**src/rtl/shift_sequencer.sv**
```systemverilog
// Multi-cycle SLL/SRL/SRA unit: one 1-bit step per clock.
// Reports completion with a one-cycle done pulse; result held until next start.
module shift_sequencer #(
  parameter int N  = 32,
  parameter int SW = 5
) (
  input  logic          clk_i,
  input  logic          rst_i,
  input  logic          start_i,
  input  logic          flush_i,
  input  logic [1:0]    op_i,
  input  logic [N-1:0]  a_i,
  input  logic [SW-1:0] shamt_i,
  output logic          busy_o,
  output logic          done_o,
  output logic [N-1:0]  result_o
);

  typedef enum logic [1:0] {
    S_IDLE  = 2'd0,
    S_SHIFT = 2'd1,
    S_DONE  = 2'd2
  } state_e;

  state_e        state_q, state_d;
  logic [N-1:0]  acc_q, acc_d;
  logic [SW-1:0] cnt_q, cnt_d;
  logic [1:0]    op_q, op_d;
  logic [N-1:0]  result_q, result_d;

  logic          accept;
  logic          last;
  logic          zero_sh;
  logic [N-1:0]  step;

  // start is only taken outside SHIFT; flush wins over start
  assign accept  = start_i & ~flush_i
                 & (state_q != S_SHIFT);
  assign last    = (cnt_q == SW'(1));
  assign zero_sh = (shamt_i == '0);

  always_comb begin
    step = {acc_q[N-2:0], 1'b0};
    unique case (op_q)
      2'b01:   step = {1'b0, acc_q[N-1:1]};
      2'b10:   step = {acc_q[N-1], acc_q[N-1:1]};
      default: step = {acc_q[N-2:0], 1'b0};
    endcase
  end

  always_ff @(posedge clk_i or posedge rst_i) begin
    if (rst_i) begin
      state_q  <= S_IDLE;
      acc_q    <= '0;
      cnt_q    <= '0;
      op_q     <= '0;
      result_q <= '0;
    end else begin
      state_q  <= state_d;
      acc_q    <= acc_d;
      cnt_q    <= cnt_d;
      op_q     <= op_d;
      result_q <= result_d;
    end
  end

  always_comb begin
    state_d = state_q;
    if (flush_i) begin
      state_d = S_IDLE;
    end else if (accept) begin
      state_d = zero_sh ? S_DONE : S_SHIFT;
    end else begin
      unique case (state_q)
        S_SHIFT: if (last) state_d = S_DONE;
        S_DONE:  state_d = S_IDLE;
        default: state_d = S_IDLE;
      endcase
    end
  end

  always_comb begin
    acc_d    = acc_q;
    cnt_d    = cnt_q;
    op_d     = op_q;
    result_d = result_q;
    if (!flush_i) begin
      if (accept) begin
        acc_d = a_i;
        cnt_d = shamt_i;
        op_d  = op_i;
        if (zero_sh) result_d = a_i;
      end else if (state_q == S_SHIFT) begin
        acc_d = step;
        cnt_d = cnt_q - SW'(1);
        if (last) result_d = step;
      end
    end
  end

  always_comb begin
    busy_o   = (state_q == S_SHIFT);
    done_o   = (state_q == S_DONE);
    result_o = result_q;
  end

endmodule

```
**config.mk**
```make
export PLATFORM = sky130hd
export DESIGN_NAME = shift_sequencer
export DESIGN_NICKNAME = d
export VERILOG_FILES = /design/src/rtl/shift_sequencer.sv
export SDC_FILE = /design/constraint.sdc
export NUM_CORES = 1
export LEC_CHECK = 0
export BUFFER_PORTS_ARGS = -buffer_cell sky130_fd_sc_hd__buf_4
export CORE_MARGIN = 2
export CORE_UTILIZATION = 57
export DETAILED_ROUTE_END_ITERATION = 10
export PLACE_DENSITY_LB_ADDON = 0.3
export SLEW_MARGIN = 20
export SYNTH_ARGS = -nofsm -noshare
export SYNTH_HDL_FRONTEND = slang
export SYNTH_SLANG_ARGS = --single-unit
```
**constraint.sdc**
```tcl
create_clock -name clk_i -period 6.75 [get_ports clk_i]
set_clock_uncertainty 0.15 [all_clocks]
set_input_delay 1.35 -clock clk_i [delete_from_list [all_inputs] [get_ports clk_i]]
set_output_delay 1.35 -clock clk_i [all_outputs]
set_load 0.01 [all_outputs]
```
Word-level counts from Yosys, hierarchy flattened
Cells that the tools add are included.

Bits in registers: 73. Bits of input ports: 43. Output and inout bits: 34.

Add/sub/neg operators: 1. Bitwise logic cells: 3. Equality and inequality tests: 8. Reduce and logical (&&, ||, !) cells: 6. Multiplexer cells: 14.

Operators with widths (number): 32-bit two-way mux (6); 32-bit one-hot mux with 2 select lines (1); 2-bit two-way mux (5); 5-bit two-way mux (2); 5-bit by 1-bit equality test with 1-bit output (second input constant) (1); 5-bit zero test (1); 5-bit by 1-bit subtractor with 5-bit output (second input constant) (1); 2-bit by 1-bit equality test with 1-bit output (second input constant) (2); 2-bit equality test (second input constant) (2); 2-bit by 1-bit != test with 1-bit output (second input constant) (2); 4-bit by 2-bit != test with 1-bit output (second input constant) (1); 2-bit AND reduction (2); 4-bit AND reduction (1); 2-bit nonzero test (2); 1-bit bitwise AND (2); 1-bit NOT (1).

Logic depth before layout (Yosys ltp)
Word-level depth: 5. Depth in mapped cells: 8.

Worst setup path after synthesis
Ideal clock, no wire load.

Path type: input port to flip-flop. Start point: in shamt_i[2]. End point: reg result_q[0], in the netlist result_o[0]. Data arrival time: 2.633 ns. Cell stages on the path: 5. Data required time: 6.475 ns. Slack: 3.842 ns. Library setup time: 0.125 ns. Path through: or4_1 -> nor2_1 -> o221a_1 -> buf_6 -> mux2_2.

Longest elaborated chain between the ends: 3.

Ends and longest elaborated chain: from (decl) (line 13) `input logic [SW-1:0] shamt_i,`; 5-bit zero test (line 40) `assign zero_sh = (shamt_i == '0);`; 2-bit by 1-bit != test with 1-bit output (no line); 4-bit AND reduction (no line); to (signal assigned) (line 63) `result_q <= result_d;`; to (decl) (line 29) `logic [N-1:0] result_q, result_d;`.

Every way passes these cells. A chain may end at the register's enable or synchronous reset.

Final worst setup path
Start point: in flush_i. End point: reg result_q[0], in the netlist result_o[0].

Longest elaborated chain between the ends: 5. Elaborated cells between the ends (all ways): 8. Classes of those cells: eq/ne: 1; mux: 1; bitwise: 3; reduce/logical: 3.

Ends and longest elaborated chain: from (decl) (line 10) `input logic flush_i,`; 1-bit NOT (no line) *; 1-bit bitwise AND (line 37) `assign accept = start_i & ~flush_i`; 1-bit bitwise AND (line 38) `& (state_q != S_SHIFT);`; 2-bit by 1-bit != test with 1-bit output (no line) / 2-bit nonzero test (equally long branches); 4-bit AND reduction (no line).

Every way passes the cells marked *; elsewhere a longest branch is shown, timed or not.

==> run_results.csv <==
group,metric,value,unit
die,coreArea,0.00628,mm2
cts,clock_path_buffers,2,
logic_synthesis,synthesis.nets,391,
setup_path,endpoint_kind,"register",
die,initial_core_util,58.0,%
cells_and_area,diodes,0,
setup_path,slowest_stage,"o221a_4",
cells_and_area,syn_to_final_growth,19.3,%
pwr,power_leakage,2.22,nW
worst_hold_path,hp-start,"acc_q[7]$_DFFE_PP0P_",
cts,numClockSinks,73,
logic_synthesis,yosysMostFrequentCell,"dfrtp_1",
job,maxCapViolCount,0,
sta,maxSlewViolCount,0,
cts,cts.repair.resized,0,
logic_synthesis,synth_seq_area_share,50.2,%
cells_and_area,fillers,529,
logic_synthesis,syn_inst,344,
logic_synthesis,ys_ff_latch,73,
sta,hold_ws,0.365,ns
cts,numCtsBuffers,9,
logic_synthesis,synth_edf_count,0,
placement,place_ws,2.85,ns
sta,relSlewSlack,29.9,%
die,die_width,83.9,um
detailed_routing,drt_first_iter_violations,195,
sta,fin_ws,3.55,ns
global_routing,grt_pass1_wl,12.6,mm
logic_synthesis,ys_top_cells_by_count,"dfrtp_1 (73), mux2i_1 (61), inv_1 (39)",
sta,grt_setup_unrepaired,"false",
placement,detailed_place_hpwl,4.84,mm
logic_synthesis,synth-main-ff-cell,"dfrtp_1",
setup_path,slowest_delay,0.71,ns
detailed_routing,drt-pass1-iter-count,4,
worst_hold_path,min_path_type,"register to register",
logic_synthesis,synth_xor_area_share,0,%
cts,ctsHoldBuffers,0,
die,die-area,0.00705,mm2
setup_path,path_cells,"buf_4 -> nand2b_4 -> nand2b_4 -> o221a_4 -> mux2_2",
die,rows,29,
logic_synthesis,synth_top_area_cell,"dfrtp_1",
detailed_routing,routedWlPerCell,15.0,um
logic_synthesis,async_flop_share,100,%
global_routing,antenna_found_initial,0,
worst_hold_path,holdPathStages,2,
global_routing,track_usage,22.2,%
global_routing,grt_pass1_vias,2681,
pwr,power,0.00162,W
die,ios,77,
sta,setup_viol,0,
setup_path,critPathMaxFanout,34,
cells_and_area,ff_latch_area,0.00183,mm2
logic_synthesis,syn_area_per_cell,10.6,um2
placement,numPortBuffers,76,
cells_and_area,multi_input_area,0.00152,mm2
placement,gp_congestion,0.808,
logic_synthesis,synth_top_area_share,50.2,%
logic_synthesis,synthAdderAreaFrac,1.37,%
setup_path,critPathKind,"input pin to register",
pwr,ir_drop,0.000213,V
sta,tightestPinTransition,1.05,ns
logic_synthesis,synthMuxAreaShare,17.4,%
sta,fmax,312,MHz
setup_path,reg2reg_slack,3.91,ns
sta,tns,0,ns
global_routing,gr-total-overflow,0,
setup_path,reg2reg_from,"state_q[1]$_DFFE_PP0P_",
cts,htreeDepth,3,
sta,hold_viol,0,
setup_path,start_kind,"input pin",
detailed_routing,ant_nets,0,
setup_path,cp.arrival,3.28,ns
pwr,p_per_area,373,mW/mm2
cts,clk_latency,0.34,ns
setup_path,reg2reg_depth,4,
logic_synthesis,yosys.cell_types.count,35,
detailed_routing,drc,0,
global_routing,grt_max_degree,74,
cts,post-cts-setup-buffers,0,
setup_path,crit_top_cell,"nand2b_4",
detailed_routing,totalWireLength,7.35,mm
die,die_y,83.9,um
logic_synthesis,synth.area.top_cells,"dfrtp_1 (50%), mux2i_1 (17%), a22o_1 (7.2%)",
logic_synthesis,synth_compound_area_share,16.2,%
sta,post-route-min-period,3.20,ns
sta,fin_crit_sh,47.4,%
logic_synthesis,synth_warnings,0,
logic_synthesis,syn_area,0.00364,mm2
logic_synthesis,synth_top_family_by_area,"multiplexers",
setup_path,cp_data_required_time,6.83,ns
detailed_routing,via_per_inst,5.46,
cells_and_area,fin_nets,454,
detailed_routing,vias,2671,
cts,cts_root_buf,"clkbuf_8",
status,status,"completed",
cts,cts_tree,"built",
setup_path,reg2reg_to,"result_o[0]$_DFFE_PP0P_",
worst_hold_path,worstHoldEndpoint,"acc_q[7]$_DFFE_PP0P_",
cells_and_area,drive_above_1_share,24.0,%
cts,path_clk_slew,0.08,ns
logic_synthesis,yosys.area_share.simple,6.63,%
[worst max-delay path: cells and delay by family]
kind	cells	cell delay [ns]
AND/OR/NAND/NOR	2	0.66
buffers and inverters	1	0.14
AO/OA/AOI/OAI	1	0.71
multiplexers	1	0.40
[cell families (layout without fill, tap and decap cells)]
family | Yosys count | after routing
mux | 63 | 63
buf+inv | 64 | 132
simple gates | 54 | 54
compound gates | 86 | 86
flops | 73 | 73
fa+ha+maj | 4 | 4
[through the flow]
| step | instances | cell area (um2) | utilization (%) |
|---|---|---|---|
| after floorplan | 344 | 3640 | - |
| after global placement | 473 | 4160 | 66.3 |
| after detailed placement | 473 | 4160 | 66.3 |
| after CTS | 489 | 4340 | 69.1 |
| after global routing | 489 | 4350 | 69.2 |
| final | 489 | 4350 | 69.2 |
[layout make-up]
type / count / area share [%]
clock buffer: 12 / 3.34
multi-input combinational: 207 / 35.1
clock inverter: 4 / 0.662
timing repair buffer: 77 / 13.3
sequential: 73 / 42.0
inverter: 39 / 3.37
tap: 77 / 2.22
[layout by cell type, fill, tap and decap left out, types with 2 or more instances in the layout]
master,Yosys,final
a32oi_1,2,2
ha_1,4,4
clkbuf_8,0,10
buf_4,0,77
a22o_1,30,30
clkinvlp_4,0,2
nor2_1,9,9
mux2_2,2,2
o21ai_0,32,32
a21oi_1,2,2
clkbuf_1,14,2
nand2b_4,2,2
inv_1,39,38
o21ai_1,8,8
mux2i_1,61,61
nand2_1,37,37
o22a_1,2,2
dfrtp_1,73,73
[sequential cells by signal (all words and copies together) (netlist names)]
name / flops
acc_q: 32
op_q: 2
state_q: 2
cnt_q: 5
result_o: 32
[report_power, final]
part	total, W	internal, W	switching, W
Clock	0.000304	0.000144	0.000160
Combinational	0.000601	0.000299	0.000302
Sequential	0.000716	0.000602	0.000115
[worst max path at each step]
stage	cells after the start	slack (ns)	from	to
finish	5	3.55	flush_i	result_o[0]$_DFFE_PP0P_
global route	5	3.43	flush_i	result_o[0]$_DFFE_PP0P_
CTS	5	3.21	flush_i	result_o[0]$_DFFE_PP0P_
detailed placement	5	2.85	flush_i	result_o[0]$_DFFE_PP0P_
global placement	5	2.89	flush_i	result_o[0]$_DFFE_PP0P_
floorplan	1	3.40	rst_i	acc_q[0]$_DFFE_PP0P_
[per-layer routing]
layer	wire length (um)	GRT usage, %
met5	0	0
met4	72	7.92
met3	361	4.45
met2	3540	34.2
met1	3380	31.6
Note: power is estimated with default switching activity, not from simulation.
